[config.mk]
export PLATFORM = sky130hd
export DESIGN_NAME = vga_draw_arbiter
export DESIGN_NICKNAME = d
export VERILOG_FILES = /design/src/rtl/vga_pkg.sv /design/src/rtl/rr_priority_picker.sv /design/src/rtl/vga_draw_arbiter.sv
export SDC_FILE = /design/constraint.sdc
export NUM_CORES = 1
export LEC_CHECK = 0
export CAP_MARGIN = 20
export CORE_UTILIZATION = 40
export CTS_BUF_LIST = sky130_fd_sc_hd__clkbuf_2 sky130_fd_sc_hd__clkbuf_4 sky130_fd_sc_hd__clkbuf_8
export CTS_CLUSTER_DIAMETER = 80
export CTS_CLUSTER_SIZE = 28
export DETAILED_ROUTE_END_ITERATION = 12
export PLACE_DENSITY = 0.86
export SLEW_MARGIN = 40
export SYNTH_ARGS = -nofsm -noshare
export SYNTH_HDL_FRONTEND = slang
export SYNTH_SLANG_ARGS = --single-unit
export TNS_END_PERCENT = 30
[constraint.sdc]
create_clock -name clk -period 2.58 [get_ports clk]
set_input_delay 0.516 -clock clk [delete_from_list [all_inputs] [get_ports clk]]
set_output_delay 0.516 -clock clk [all_outputs]
set_load 0.01 [all_outputs]
[src/rtl/vga_pkg.sv]
// Shared constants for the VGA draw path: default coordinate/colour widths,
// screen geometry and the draw-arbiter state encodings.
package vga_pkg;

    localparam int unsigned DEF_X_W  = 8;
    localparam int unsigned DEF_Y_W  = 7;
    localparam int unsigned DEF_C_W  = 9;
    localparam int unsigned SCREEN_W = 160;
    localparam int unsigned SCREEN_H = 120;

    localparam logic [1:0] ST_IDLE  = 2'd0;
    localparam logic [1:0] ST_RUN   = 2'd1;
    localparam logic [1:0] ST_DRAIN = 2'd2;
    localparam logic [1:0] ST_ACK   = 2'd3;

endpackage

[src/rtl/rr_priority_picker.sv]
// Combinational round-robin encoder: first set request at or above rr_ptr,
// wrapping around to bit 0.
module rr_priority_picker #(
    parameter int unsigned NUM_REQ = 4,
    parameter int unsigned IDX_W   = 2
) (
    input  logic [NUM_REQ-1:0] req,
    input  logic [IDX_W-1:0]   rr_ptr,
    output logic               valid,
    output logic [IDX_W-1:0]   idx
);

    always_comb begin
        int unsigned cand;
        valid = 1'b0;
        idx   = '0;
        cand  = 0;
        for (int unsigned k = 0; k < NUM_REQ; k++) begin
            cand = 32'(rr_ptr) + k;
            if (cand >= NUM_REQ) begin
                cand = cand - NUM_REQ;
            end
            if (!valid && req[cand]) begin
                valid = 1'b1;
                idx   = IDX_W'(cand);
            end
        end
    end

endmodule

[src/rtl/vga_draw_arbiter.sv]
// Round-robin owner of the VGA framebuffer write port: runs one draw engine
// at a time, forwards its pixels one cycle late, then re-arms and acks it.
module vga_draw_arbiter
    import vga_pkg::*;
#(
    parameter int unsigned NUM_REQ = 4,
    parameter int unsigned X_W     = DEF_X_W,
    parameter int unsigned Y_W     = DEF_Y_W,
    parameter int unsigned C_W     = DEF_C_W,
    parameter int unsigned TIMEOUT = 32767
) (
    input  logic                   clk,
    input  logic                   reset,
    input  logic [NUM_REQ-1:0]     req,
    output logic [NUM_REQ-1:0]     ack,
    output logic [NUM_REQ-1:0]     eng_run,
    input  logic [NUM_REQ-1:0]     eng_done,
    input  logic [NUM_REQ-1:0]     eng_plot,
    input  logic [NUM_REQ*X_W-1:0] eng_x,
    input  logic [NUM_REQ*Y_W-1:0] eng_y,
    input  logic [NUM_REQ*C_W-1:0] eng_colour,
    output logic [X_W-1:0]         vga_x,
    output logic [Y_W-1:0]         vga_y,
    output logic [C_W-1:0]         vga_colour,
    output logic                   vga_plot,
    output logic                   busy,
    output logic                   timeout_err
);

    localparam int unsigned IDX_W = (NUM_REQ > 1) ? $clog2(NUM_REQ) : 1;
    localparam int unsigned TMR_W = $clog2(TIMEOUT + 1);

    logic [1:0]         state, state_n;
    logic [IDX_W-1:0]   grant, grant_n;
    logic [IDX_W-1:0]   rr_ptr, rr_ptr_n;
    logic [TMR_W-1:0]   timer, timer_n;
    logic [NUM_REQ-1:0] eng_run_n, ack_n;
    logic [X_W-1:0]     vga_x_n;
    logic [Y_W-1:0]     vga_y_n;
    logic [C_W-1:0]     vga_colour_n;
    logic               vga_plot_n, busy_n, timeout_err_n;

    logic               pick_valid;
    logic [IDX_W-1:0]   pick_idx;

    logic [X_W-1:0]     sel_x;
    logic [Y_W-1:0]     sel_y;
    logic [C_W-1:0]     sel_colour;
    logic               sel_plot, sel_done;

    rr_priority_picker #(
        .NUM_REQ (NUM_REQ),
        .IDX_W   (IDX_W)
    ) u_picker (
        .req    (req),
        .rr_ptr (rr_ptr),
        .valid  (pick_valid),
        .idx    (pick_idx)
    );

    // Granted engine's pixel stream; all other engines are ignored.
    always_comb begin
        sel_x      = '0;
        sel_y      = '0;
        sel_colour = '0;
        sel_plot   = 1'b0;
        sel_done   = 1'b0;
        for (int unsigned i = 0; i < NUM_REQ; i++) begin
            if (grant == IDX_W'(i)) begin
                sel_x      = eng_x[i*X_W +: X_W];
                sel_y      = eng_y[i*Y_W +: Y_W];
                sel_colour = eng_colour[i*C_W +: C_W];
                sel_plot   = eng_plot[i];
                sel_done   = eng_done[i];
            end
        end
    end

    always_comb begin
        state_n       = state;
        grant_n       = grant;
        rr_ptr_n      = rr_ptr;
        timer_n       = timer;
        eng_run_n     = eng_run;
        ack_n         = '0;
        vga_x_n       = vga_x;
        vga_y_n       = vga_y;
        vga_colour_n  = vga_colour;
        vga_plot_n    = 1'b0;
        timeout_err_n = timeout_err;

        case (state)
            ST_IDLE: begin
                if (pick_valid) begin
                    grant_n   = pick_idx;
                    timer_n   = '0;
                    eng_run_n = NUM_REQ'(1) << pick_idx;
                    state_n   = ST_RUN;
                end
            end
            ST_RUN: begin
                vga_x_n      = sel_x;
                vga_y_n      = sel_y;
                vga_colour_n = sel_colour;
                vga_plot_n   = sel_plot & ~sel_done;
                timer_n      = timer + TMR_W'(1);
                if (sel_done) begin
                    vga_plot_n = 1'b0;
                    eng_run_n  = '0;
                    state_n    = ST_DRAIN;
                end else if (timer == TMR_W'(TIMEOUT - 1)) begin
                    // Forced release: the stuck engine's final pixel is dropped.
                    vga_plot_n    = 1'b0;
                    eng_run_n     = '0;
                    timeout_err_n = 1'b1;
                    state_n       = ST_DRAIN;
                end
            end
            ST_DRAIN: begin
                ack_n   = NUM_REQ'(1) << grant;
                state_n = ST_ACK;
            end
            ST_ACK: begin
                rr_ptr_n = (grant == IDX_W'(NUM_REQ - 1)) ? '0 : grant + IDX_W'(1);
                state_n  = ST_IDLE;
            end
            default: begin
                eng_run_n = '0;
                state_n   = ST_IDLE;
            end
        endcase

        busy_n = (state_n != ST_IDLE);
    end

    always_ff @(posedge clk) begin
        if (reset) begin
            state       <= ST_IDLE;
            grant       <= '0;
            rr_ptr      <= '0;
            timer       <= '0;
            eng_run     <= '0;
            ack         <= '0;
            vga_x       <= '0;
            vga_y       <= '0;
            vga_colour  <= '0;
            vga_plot    <= 1'b0;
            busy        <= 1'b0;
            timeout_err <= 1'b0;
        end else begin
            state       <= state_n;
            grant       <= grant_n;
            rr_ptr      <= rr_ptr_n;
            timer       <= timer_n;
            eng_run     <= eng_run_n;
            ack         <= ack_n;
            vga_x       <= vga_x_n;
            vga_y       <= vga_y_n;
            vga_colour  <= vga_colour_n;
            vga_plot    <= vga_plot_n;
            busy        <= busy_n;
            timeout_err <= timeout_err_n;
        end
    end

endmodule

After elaboration in Yosys (flattened, before gate mapping)
Cells that the tools add are included.

word-level totals
  word-level logic and storage cells = 111
  input bits = 110
  register bits = 56

cells by class
  equal/unequal tests = 9
  order comparisons = 8
  mux-type cells = 51
  bitwise gates (word level) = 4
  $add $sub $neg = 9
  reductions and logical operators = 16
  shifts and indexed selects = 2

operators by type and width
  operator                                                                              number
  32-bit by 3-bit < comparator with 1-bit output, second input constant                 4
  32-bit two-way mux                                                                    4
  32-bit by 3-bit greater-or-equal comparator with 1-bit output, second input constant  3
  32-bit by 3-bit subtractor with 32-bit output, second input constant                  3
  9-bit two-way mux                                                                     4
  8-bit two-way mux                                                                     4
  15-bit case mux with 2 select lines                                                   1
  7-bit two-way mux                                                                     4
  1-bit two-way mux                                                                     16
  2-bit two-way mux                                                                     8
  15-bit by 1-bit adder with 15-bit output, second input constant                       1
  15-bit equality test, second input constant                                           1
  15-bit two-way mux                                                                    1
  4-bit two-way mux                                                                     3
  1-bit binary-select mux with 2-bit select                                             4
  2-bit equality test, second input constant                                            4
  2-bit case mux with 4 select lines                                                    1
  4-bit case mux with 2 select lines                                                    1
  1-bit by 2-bit << shifter with 4-bit output, first input constant                     2
  2-bit by 2-bit adder with 3-bit output, second input constant                         2
  3-bit AND reduction                                                                   2
  2-bit by 1-bit equality test with 1-bit output, second input constant                 2
  2-bit logical NOT                                                                     2
  2-bit AND reduction                                                                   2
  other kinds (13)                                                                      20

Logic depth before layout (Yosys ltp)
Gate-level depths: netlist (run 1).

  word-level depth = 17
  depth in mapped cells = 8
  depth with buffers taken out = 6

Hierarchy
Synthesis (run 1) repeated with hierarchy kept, for this count alone.

second synthesis, totals
  cell total of the unflattened synthesis = 392
  area, all modules = 3244.4 sq um

by module, submodules not included
  module              cells an instance  area each (sq um)  times used  sequential area each (sq um)
  vga_draw_arbiter    377                3166.8             1           1121.1
  rr_priority_picker  15                 77.6               1           0.0

Least setup slack after synthesis (run 1)
OpenSTA, ideal clock, no wires.

  path type = register to register
  from = register grant[1]
  to = register eng_run[0]
  path slack = 0.834 ns
  data arrival time = 1.610 ns
  buffers on the path = 1
  clock period less this slack = 1.746 ns
  data required time = 2.444 ns
  cell stages (with the launch flop) = 8
  cells stage by stage = dfxtp_1 inv_1 ha_1 buf_2 nand3b_1 a211o_1 a21oi_1 o32ai_1

between the ends
  word-level cells in the longest chain between the ends = 7

ends and longest elaborated chain
  element                                                                                            line                     source
  start: declaration                                                                                 vga_draw_arbiter.sv:34   logic [IDX_W-1:0] grant, grant_n;
  start signal: assignment                                                                           vga_draw_arbiter.sv:152  grant <= grant_n;
  2-bit logical NOT                                                                                  vga_draw_arbiter.sv:69   if (grant == IDX_W'(i)) begin
  1-bit two-way mux (3 in a row)                                                                     vga_draw_arbiter.sv:69
  1-bit two-way mux *                                                                                vga_draw_arbiter.sv:69
  3-bit inequality test (no source line) / 4-bit two-way mux (equally long branches)                 n/a
  3-bit AND reduction (no source line) / 4-bit case mux with 2 select lines (equally long branches)  n/a
  end signal: assignment                                                                             vga_draw_arbiter.sv:155  eng_run <= eng_run_n;
  end: declaration                                                                                   vga_draw_arbiter.sv:16   output logic [NUM_REQ-1:0] eng_run,

Mark *: on every way between the ends. The rest lies on a longest branch, timed or not.
A chain may end at the register's enable or synchronous reset.

Worst setup path in the final report (run 1)
  from = register grant[1]
  to = register vga_plot

between the ends
  word-level cells in the longest chain between the ends = 7

ends and longest elaborated chain
  element                          line                     source
  2-bit logical NOT                vga_draw_arbiter.sv:69
  1-bit two-way mux (4 in a row)   vga_draw_arbiter.sv:69
  1-bit inverter (no source line)  n/a
  1-bit bitwise AND                vga_draw_arbiter.sv:105  vga_plot_n = sel_plot & ~sel_done;
  end signal: assignment           vga_draw_arbiter.sv:160  vga_plot <= vga_plot_n;
  end: declaration                 vga_draw_arbiter.sv:25   output logic vga_plot,

Parallel ways exist; a longest one is shown, timed or not.

==> results of run 1 <==
-- cell families after synthesis --
group	after synthesis	synth area share, %
compound gates	131	29.5
xor+xnor	2	0.544
fa+ha+maj	6	2.33
buf+inv	46	6.10
flops	56	34.8
simple gates	156	26.6
-- critical path: stages, from the launching register on --
cell,delay [ns]
dfxtp_1,0.43
inv_1,0.13
ha_1,0.32
nor2b_1,0.20
buf_4,0.17
a221oi_1,0.08
a211o_1,0.28
a2111oi_0,0.37
-- cell type report --
class,instances,area share (%)
Clock buffer,5,1.44
Sequential cell,56,23.4
Timing Repair Buffer,155,31.7
Clock inverter,3,0.601
Tap cell,102,2.67
Inverter,5,0.392
Multi-Input combinational cell,295,39.8
-- registers in the layout, indices dropped and copies added, names as in the netlist --
name	flops
grant	2
vga_colour	9
state	2
vga_plot	1
timer	15
eng_run	4
busy	1
rr_ptr	2
vga_x	8
vga_y	7
ack	4
timeout_err	1
-- path summary, 6_finish.rpt --
| kind | from | endpoint | slack, ns |
|---|---|---|---|
| max | grant[1]$_SDFFE_PP0P_ | vga_plot$_SDFF_PP0_ | 0.50 |
| min | timer[9]$_SDFFE_PP0P_ | timer[9]$_SDFFE_PP0P_ | 0.50 |
| max reg2reg | grant[1]$_SDFFE_PP0P_ | vga_plot$_SDFF_PP0_ | 0.50 |
| min reg2reg | timer[9]$_SDFFE_PP0P_ | timer[9]$_SDFFE_PP0P_ | 0.50 |
-- routing by layer --
metal / global-route usage [%] / up-vias
met2: 42.0 / 120
met5: 0 / -
met3: 4.15 / 17
met1: 30.3 / 1682
met4: 7.03 / 0
li1: - / 1724
-- synth_stat cells (2+ instances only) --
library cell,instances
and2_1,4
nor3_1,28
a21oi_1,42
or3b_1,2
nor2b_1,29
buf_1,3
o31a_1,25
a221oi_1,24
a211oi_1,4
nor4_1,3
nor2_1,36
clkbuf_1,26
nor3b_1,3
o21ba_2,4
dfxtp_1,56
buf_2,10
o32ai_1,4
xor2_1,2
or3_1,8
and3_1,2
nand2b_1,5
ha_1,6
nand2_1,8
o21ai_0,10
nand3_1,7
nand3b_1,5
a41oi_1,5
inv_1,5
a211o_1,3
a31oi_1,4
and4_1,3
nand4_1,6
-- where the power goes --
| part | switching (mW) | internal [mW] | leakage (nW) | total (mW) |
|---|---|---|---|---|
| clock network | 0.331 | 0.206 | 0.0511 | 0.537 |
| logic | 0.354 | 0.433 | 1.17 | 0.787 |
| registers | 0.0504 | 0.933 | 0.458 | 0.984 |
-- cell usage in the layout, fill, tap and decap left out, types with 2 or more instances in the layout --
| master | n |
|---|---|
| o31a_1 | 25 |
| nand3b_1 | 5 |
| inv_1 | 5 |
| buf_4 | 11 |
| and2_1 | 4 |
| nand4_1 | 6 |
| a221oi_1 | 24 |
| nand2b_1 | 5 |
| a31oi_1 | 4 |
| o21ba_2 | 4 |
| nand3_1 | 7 |
| nor3_1 | 28 |
| inv_6 | 2 |
| nor2b_1 | 29 |
| nor2_1 | 36 |
| o21ai_0 | 10 |
| or3_1 | 8 |
| or3b_1 | 2 |
| xor2_1 | 2 |
| clkbuf_8 | 5 |
| a21oi_1 | 42 |
| clkdlybuf4s50_1 | 143 |
| a211o_1 | 3 |
| nor4_1 | 3 |
| dfxtp_1 | 56 |
| and3_1 | 2 |
| a211oi_1 | 4 |
| a41oi_1 | 5 |
| o32ai_1 | 4 |
| nor3b_1 | 3 |
| ha_1 | 5 |
| nand2_1 | 8 |
| and4_1 | 3 |
-- through the flow --
| stage | power, mW | hold WS (ns) | setup slack [ns] | instances |
|---|---|---|---|---|
| after global routing | 2.43 | 0.517 | 0.336 | 621 |
| after CTS | 2.31 | 0.492 | 0.503 | 621 |
| after floorplan | 1.40 | 0.444 | 0.834 | 397 |
| final | 2.31 | 0.497 | 0.497 | 621 |
| after global placement | 1.76 | 0.465 | 0.249 | 613 |
| after detailed placement | 1.78 | 0.477 | 0.194 | 613 |
==> summary.md, run 1 <==
| Metric | Value |
|---|---|
| Yosys warning total | `0` |
| Final setup viols | `0` |
| RSZ-0062 raised after global routing | `no` |
| Clock sink count | `56` |
| FF+latch count, synth | `56` |
| CTS tree | `done` |
| Hold path depth | `2` |
| Cts bufs inserted | `5` |
| Hold crit path type | `register to register` |
| Routed length on met1 | `4.43 mm` |
| Setup bufs post-CTS | `0` |
| Mapped Nets | `513` |
| Avg Inst Size Synth | `8.11 um^2` |
| # DRC | `0` |
| Root Buffer | `clkbuf_8` |
| Vias in the first global route | `between 3000 and 4000` |
| Worst skew pair latency | `0.32 ns` |
| Resized cells post-CTS | `0` |
| Number of synthesized flops with an enable pin | `0` |
| Final instance area | `4790 um^2` |
| Fin util | `between 60% and 70%` |
| Initial antenna violation count | `0` |
| Site Rows | `32` |
| Cell variety after synth | `47` |
| Drt first-iter violations | `roughly 270` |
| Fill cell count | `643` |
| Post-DP HPWL | `7.61 mm` |
| First-pass GRT wire length | `16.4 mm` |
| Final worst path period share | `80.7%` |
| Worst EP required | `2.79 ns` |
| Synth top area cells | `dfxtp_1 35%, o31a_1 6.8%, a21oi_1 6.5%` |
| Pin count of the biggest net entering global routing | `51` |
| Input/output buffers | `144` |
| Via density | `around 5.7` |
| Slew @ Worst Pin | `0.597 ns` |
| Critical path class | `register to register` |
| Startpoint types | `register` |
| Routed wl met3 | `538 um` |
| Post-route ant nets | `0` |
| Most used DFF post-synth | `dfxtp_1` |
| Outcome | `finished, final reports clean` |
| Minimum clock period | `2.08 ns` |
| Setup crit end kind | `register` |
| Cell taking the most area after synthesis | `dfxtp_1` |
| WL met2 | `5.19 mm` |
| Max Fclk | `between 0.4 and 0.5 GHz` |
| Data arrival, critical path | `2.29 ns` |
| Layout area overhead | `48.8%` |
| DRT Pass-1 Iters | `5` |
| Placement Cell Area | `4690 um^2` |
| Synth top area share | `34.8%` |
| Gr ovfl total | `0` |
| Final wirelength | `10.4 mm` |
| GRT Util Overall | `24.0%` |
| Clock Skew | `0.0138 ns` |
| Share of the yosys chip area belonging to registers | `between 30% and 40%` |
| Leak Pwr | `1.68 nW` |
| Placeable core area | `7770 um^2` |
| Max rail drop VDD | `0.311 mV` |
| Multi-input gate area | `about 1900 um^2` |
| Hold Buf Count CTS | `0` |
| Die footprint | `between 8000 and 9000 um^2` |
| Setup TNS Final | `0 ns` |
| Share of layout cells above drive strength 1 | `5.39%` |
| Top Metal Used | `met4` |
| Syn Inst Count | `397` |
| H-tree levels | `2` |
| Clock Tree Buf Depth | `2` |
| Number of max-cap violations | `0` |
| Nets@finish | `634` |
| Vias | `3543` |
| Diodes inserted | `0` |
| Clock Pin Slew Worst Setup and Hold Paths | `0.12 ns` |
| Max Slew Vio Count | `0` |
| Final hold viol count | `0` |
| Worst R2R Path Depth | `7` |
| Mapped Area | `3220 um^2` |
| Initial core utilization | `41.4%` |
| Slew headroom | `between 60% and 70%` |
| DR WL/cell | `16.7 um` |
| Share of flip-flops with an asynchronous set or reset | `0%` |
| GPL Wtd Cong | `approximately 0.80` |
| Max Fanout on Critical Path | `9` |
| Die Wd | `between 90 and 100 um` |
| Power Density | `482 nW/um^2` |
| FF/Latch Area | `1120 um^2` |
| I/O pin cnt | `145` |
| Die Ht | `91.7 um` |
Power figures use the tool's default switching activity.
==> run 2: changes to the inputs <==
==> constraint.sdc (replaced) <==
create_clock -name clk -period 2.1 [get_ports clk]
set_input_delay 0.42 -clock clk [delete_from_list [all_inputs] [get_ports clk]]
set_output_delay 0.42 -clock clk [all_outputs]
set_load 0.01 [all_outputs]
==> run 2 against run 1 <==
Core utilization increased by 1.2 points. Sequential share of layout area decreased by 0.46 points. Clock skew decreased by 0.0051 ns. Critical endpoint is now eng_run[3]$_SDFFE_PP0P_. Maximum frequency increased by 10%. Non-clock buffer count increased by 8. Global-route usage increased by 0.82 points. Sequential cell count unchanged. Total power increased by 24%. Die area unchanged. Setup slack got worse by 0.29 ns. Critical path depth decreased by 1.
==> summary.md, run 2 (synthesis results as in run 1) <==
| Metric | Value |
|---|---|
| Launch point of the worst path | `grant[1]$_SDFFE_PP0P_ (unchanged)` |
| Hold path startpoint | `timer[9]$_SDFFE_PP0P_ (unchanged)` |
| Startpoint types | `register (unchanged)` |
| Multi-input gate area | `1920 um^2 (was 1900 um^2)` |
| Clock sink count | `56 (unchanged)` |
| Final hold viol count | `0 (unchanged)` |
| CP delay by family, top | `compound AO/OA/AOI/OAI gates (unchanged)` |
| Clock Tree Buf Depth | `2 (unchanged)` |
| Commonest non-fill, non-tap cell in the layout | `clkdlybuf4s50_1 (unchanged)` |
| Clock Pin Slew Worst Setup and Hold Paths | `0.11 ns (was 0.12 ns)` |
| Max Fclk | `0.529 GHz (was 0.480 GHz)` |
| Die footprint | `8410 um^2 (unchanged)` |
| Initial core utilization | `41.4% (unchanged)` |
| GPL Wtd Cong | `0.838 (was 0.802)` |
| Final setup margin | `0.210 ns (was 0.497 ns)` |
| Fin util | `62.9% (was 61.6%)` |
| Final wirelength | `10.7 mm (was 10.4 mm)` |
| Max reg flops | `15 (unchanged)` |
| M3 GR Usage | `4.31% (was 4.15%)` |
| I/O pin cnt | `145 (unchanged)` |
| Critical path class | `register to register (unchanged)` |
| Switching Fraction | `31.7% (was 31.9%)` |
| Gate power share | `35.3% (was 34.1%)` |
| Die Ht | `91.7 um (unchanged)` |
| Max Fanout on Critical Path | `5 (was 9)` |
| Site Rows | `32 (unchanged)` |
| FF/Latch Area | `1120 um^2 (unchanged)` |
| Slew @ Worst Pin | `0.475 ns (was 0.597 ns)` |
| Most frequent cells in the layout | `143 x clkdlybuf4s50_1, 56 x dfxtp_1, 41 x a21oi_1 (was 143 x clkdlybuf4s50_1, 56 x dfxtp_1, 42 x a21oi_1)` |
| Post-DP HPWL | `7.85 mm (was 7.61 mm)` |
| Buf/Inv on CP | `1 (was 2)` |
| Worst skew pair latency | `0.32 ns (about the same)` |
| Max stage delay on crit path | `0.42 ns (was 0.43 ns)` |
| Critical-path top delay cell | `dfxtp_1 (unchanged)` |
| Worst EP required | `2.30 ns (was 2.79 ns)` |
| Vias in the first global route | `3369 (was 3380)` |
| Hold crit path type | `register to register (unchanged)` |
| Diodes inserted | `0 (unchanged)` |
| Top flop regs | `timer x15, vga_colour x9, vga_x x8 (unchanged)` |
| Power Density | `585 nW/um^2 (was 482 nW/um^2)` |
| Clock network fraction of total power | `22.6% (was 23.3%)` |
| Max rail drop VDD | `0.355 mV (was 0.311 mV)` |
| Busiest grt layer | `met2 (unchanged)` |
| Met1 usage | `32.8% (was 30.3%)` |
| Worst R2R Path Depth | `6 (was 7)` |
| Overall Power | `2.86 mW (was 2.31 mW)` |
| Outcome | `finished, final reports clean (unchanged)` |
| # DRC | `0 (unchanged)` |
| Pre-CTS WS | `-0.0356 ns (was 0.194 ns)` |
| Number of max-cap violations | `0 (unchanged)` |
| Met2 usage | `42.0% (unchanged)` |
| RSZ-0062 raised after global routing | `no (unchanged)` |
| Share of layout cells above drive strength 1 | `7.40% (was 5.39%)` |
| Slew headroom | `68.3% (was 60.2%)` |
| Register name with the most flops | `timer (unchanged)` |
| DR WL/cell | `17.0 um (was 16.7 um)` |
| P_sw | `0.905 mW (was 0.735 mW)` |
| Levels on crit path | `6 (was 7)` |
| Setup TNS Final | `0 ns (unchanged)` |
| Gr ovfl total | `0 (unchanged)` |
| Initial antenna violation count | `0 (unchanged)` |
| Clock Skew | `0.00866 ns (was 0.0138 ns)` |
| Pint | `1.95 mW (was 1.57 mW)` |
| Fill cell count | `635 (was 643)` |
| Final instance area | `4880 um^2 (was 4790 um^2)` |
| Drt first-iter violations | `201 (was 266)` |
| Root Buffer | `clkbuf_8 (unchanged)` |
| CTS tree | `done (unchanged)` |
| Die Wd | `91.7 um (unchanged)` |
| Critical R2R Launch | `grant[1]$_SDFFE_PP0P_ (unchanged)` |
| Nets@finish | `642 (was 634)` |
| Via density | `5.72 (was 5.71)` |
| First-pass GRT wire length | `16.9 mm (was 16.4 mm)` |
| Hold path depth | `2 (unchanged)` |
| GRT Util Overall | `24.9% (was 24.0%)` |
| Final worst path period share | `90.0% (was 80.7%)` |
| Final setup viols | `0 (unchanged)` |
| Max Slew Vio Count | `0 (unchanged)` |
| Leak Pwr | `1.73 nW (was 1.68 nW)` |
| H-tree levels | `2 (unchanged)` |
| Vias | `3595 (was 3543)` |
| Setup crit end kind | `register (unchanged)` |
| Placeable core area | `7770 um^2 (unchanged)` |
| CP Cell Sequence | `inv_1, ha_1, nand3b_1, a211o_1, a21oi_2, o32ai_1 (was inv_1, ha_1, nor2b_1, buf_4, a221oi_1, a211o_1, a2111oi_0)` |
| Cts bufs inserted | `5 (unchanged)` |
| Minimum clock period | `1.89 ns (was 2.08 ns)` |
| Pin count of the biggest net entering global routing | `46 (was 51)` |
| Seq pwr share | `42.1% (was 42.6%)` |
| Placement Cell Area | `4770 um^2 (was 4690 um^2)` |
| Post-route ant nets | `0 (unchanged)` |
| Data arrival, critical path | `2.09 ns (was 2.29 ns)` |
| Layout area overhead | `51.7% (was 48.8%)` |
| DRT Pass-1 Iters | `4 (was 5)` |
| Input/output buffers | `144 (unchanged)` |
-- run 2: through the flow --
step | instances | hold slack, ns
final | 629 | 0.501
after global routing | 629 | 0.517
after CTS | 629 | 0.497
after detailed placement | 621 | 0.479
after global placement | 621 | 0.463
after floorplan | 397 | 0.444
-- run 2: path summary, 6_finish.rpt --
kind                                                 to  slack (ns)
worst min-delay path              timer[9]$_SDFFE_PP0P_        0.50
worst max-delay path            eng_run[3]$_SDFFE_PP0P_        0.21
worst min register to register    timer[9]$_SDFFE_PP0P_        0.50
worst max register to register  eng_run[3]$_SDFFE_PP0P_        0.21
-- run 2: final cells by class --
class                      instances  area share (%)
clock buffer                       5            1.41
clock inverter                     3           0.564
inverter                           5           0.384
multi-input combinational        295            39.2
sequential                        56            23.0
tap                              102            2.61
timing repair buffer             163            32.8
-- run 2: power by group through the flow --
stage	clock network [mW]	logic, mW	registers (mW)
after floorplan	0	0.470	1.25
after global placement	0	0.968	1.22
after detailed placement	0	0.995	1.23
after CTS	0.651	1.00	1.20
after global routing	0.702	1.09	1.21
final	0.646	1.01	1.20
-- run 2: tightest hold or removal path: stages (launching register included) --
cell     delay, ns
dfxtp_1       0.33
o21ai_0       0.07
a21oi_1       0.06
-- run 2: what timing repair did --
action                                  CTS  global route
hold buffers                              0             0
endpoints found under the setup margin    0             1
resized for setup                         0             4
setup buffers                             0             0
-- run 2: routing by layer --
layer  routed length, um  part of all wire, %  vias up
li1                    -                    -     1741
met1                4480                   42     1715
met2                5420                   51      125
met3                 621                  5.8       14
met4                 191                  1.8        0
met5                   0                    0        -
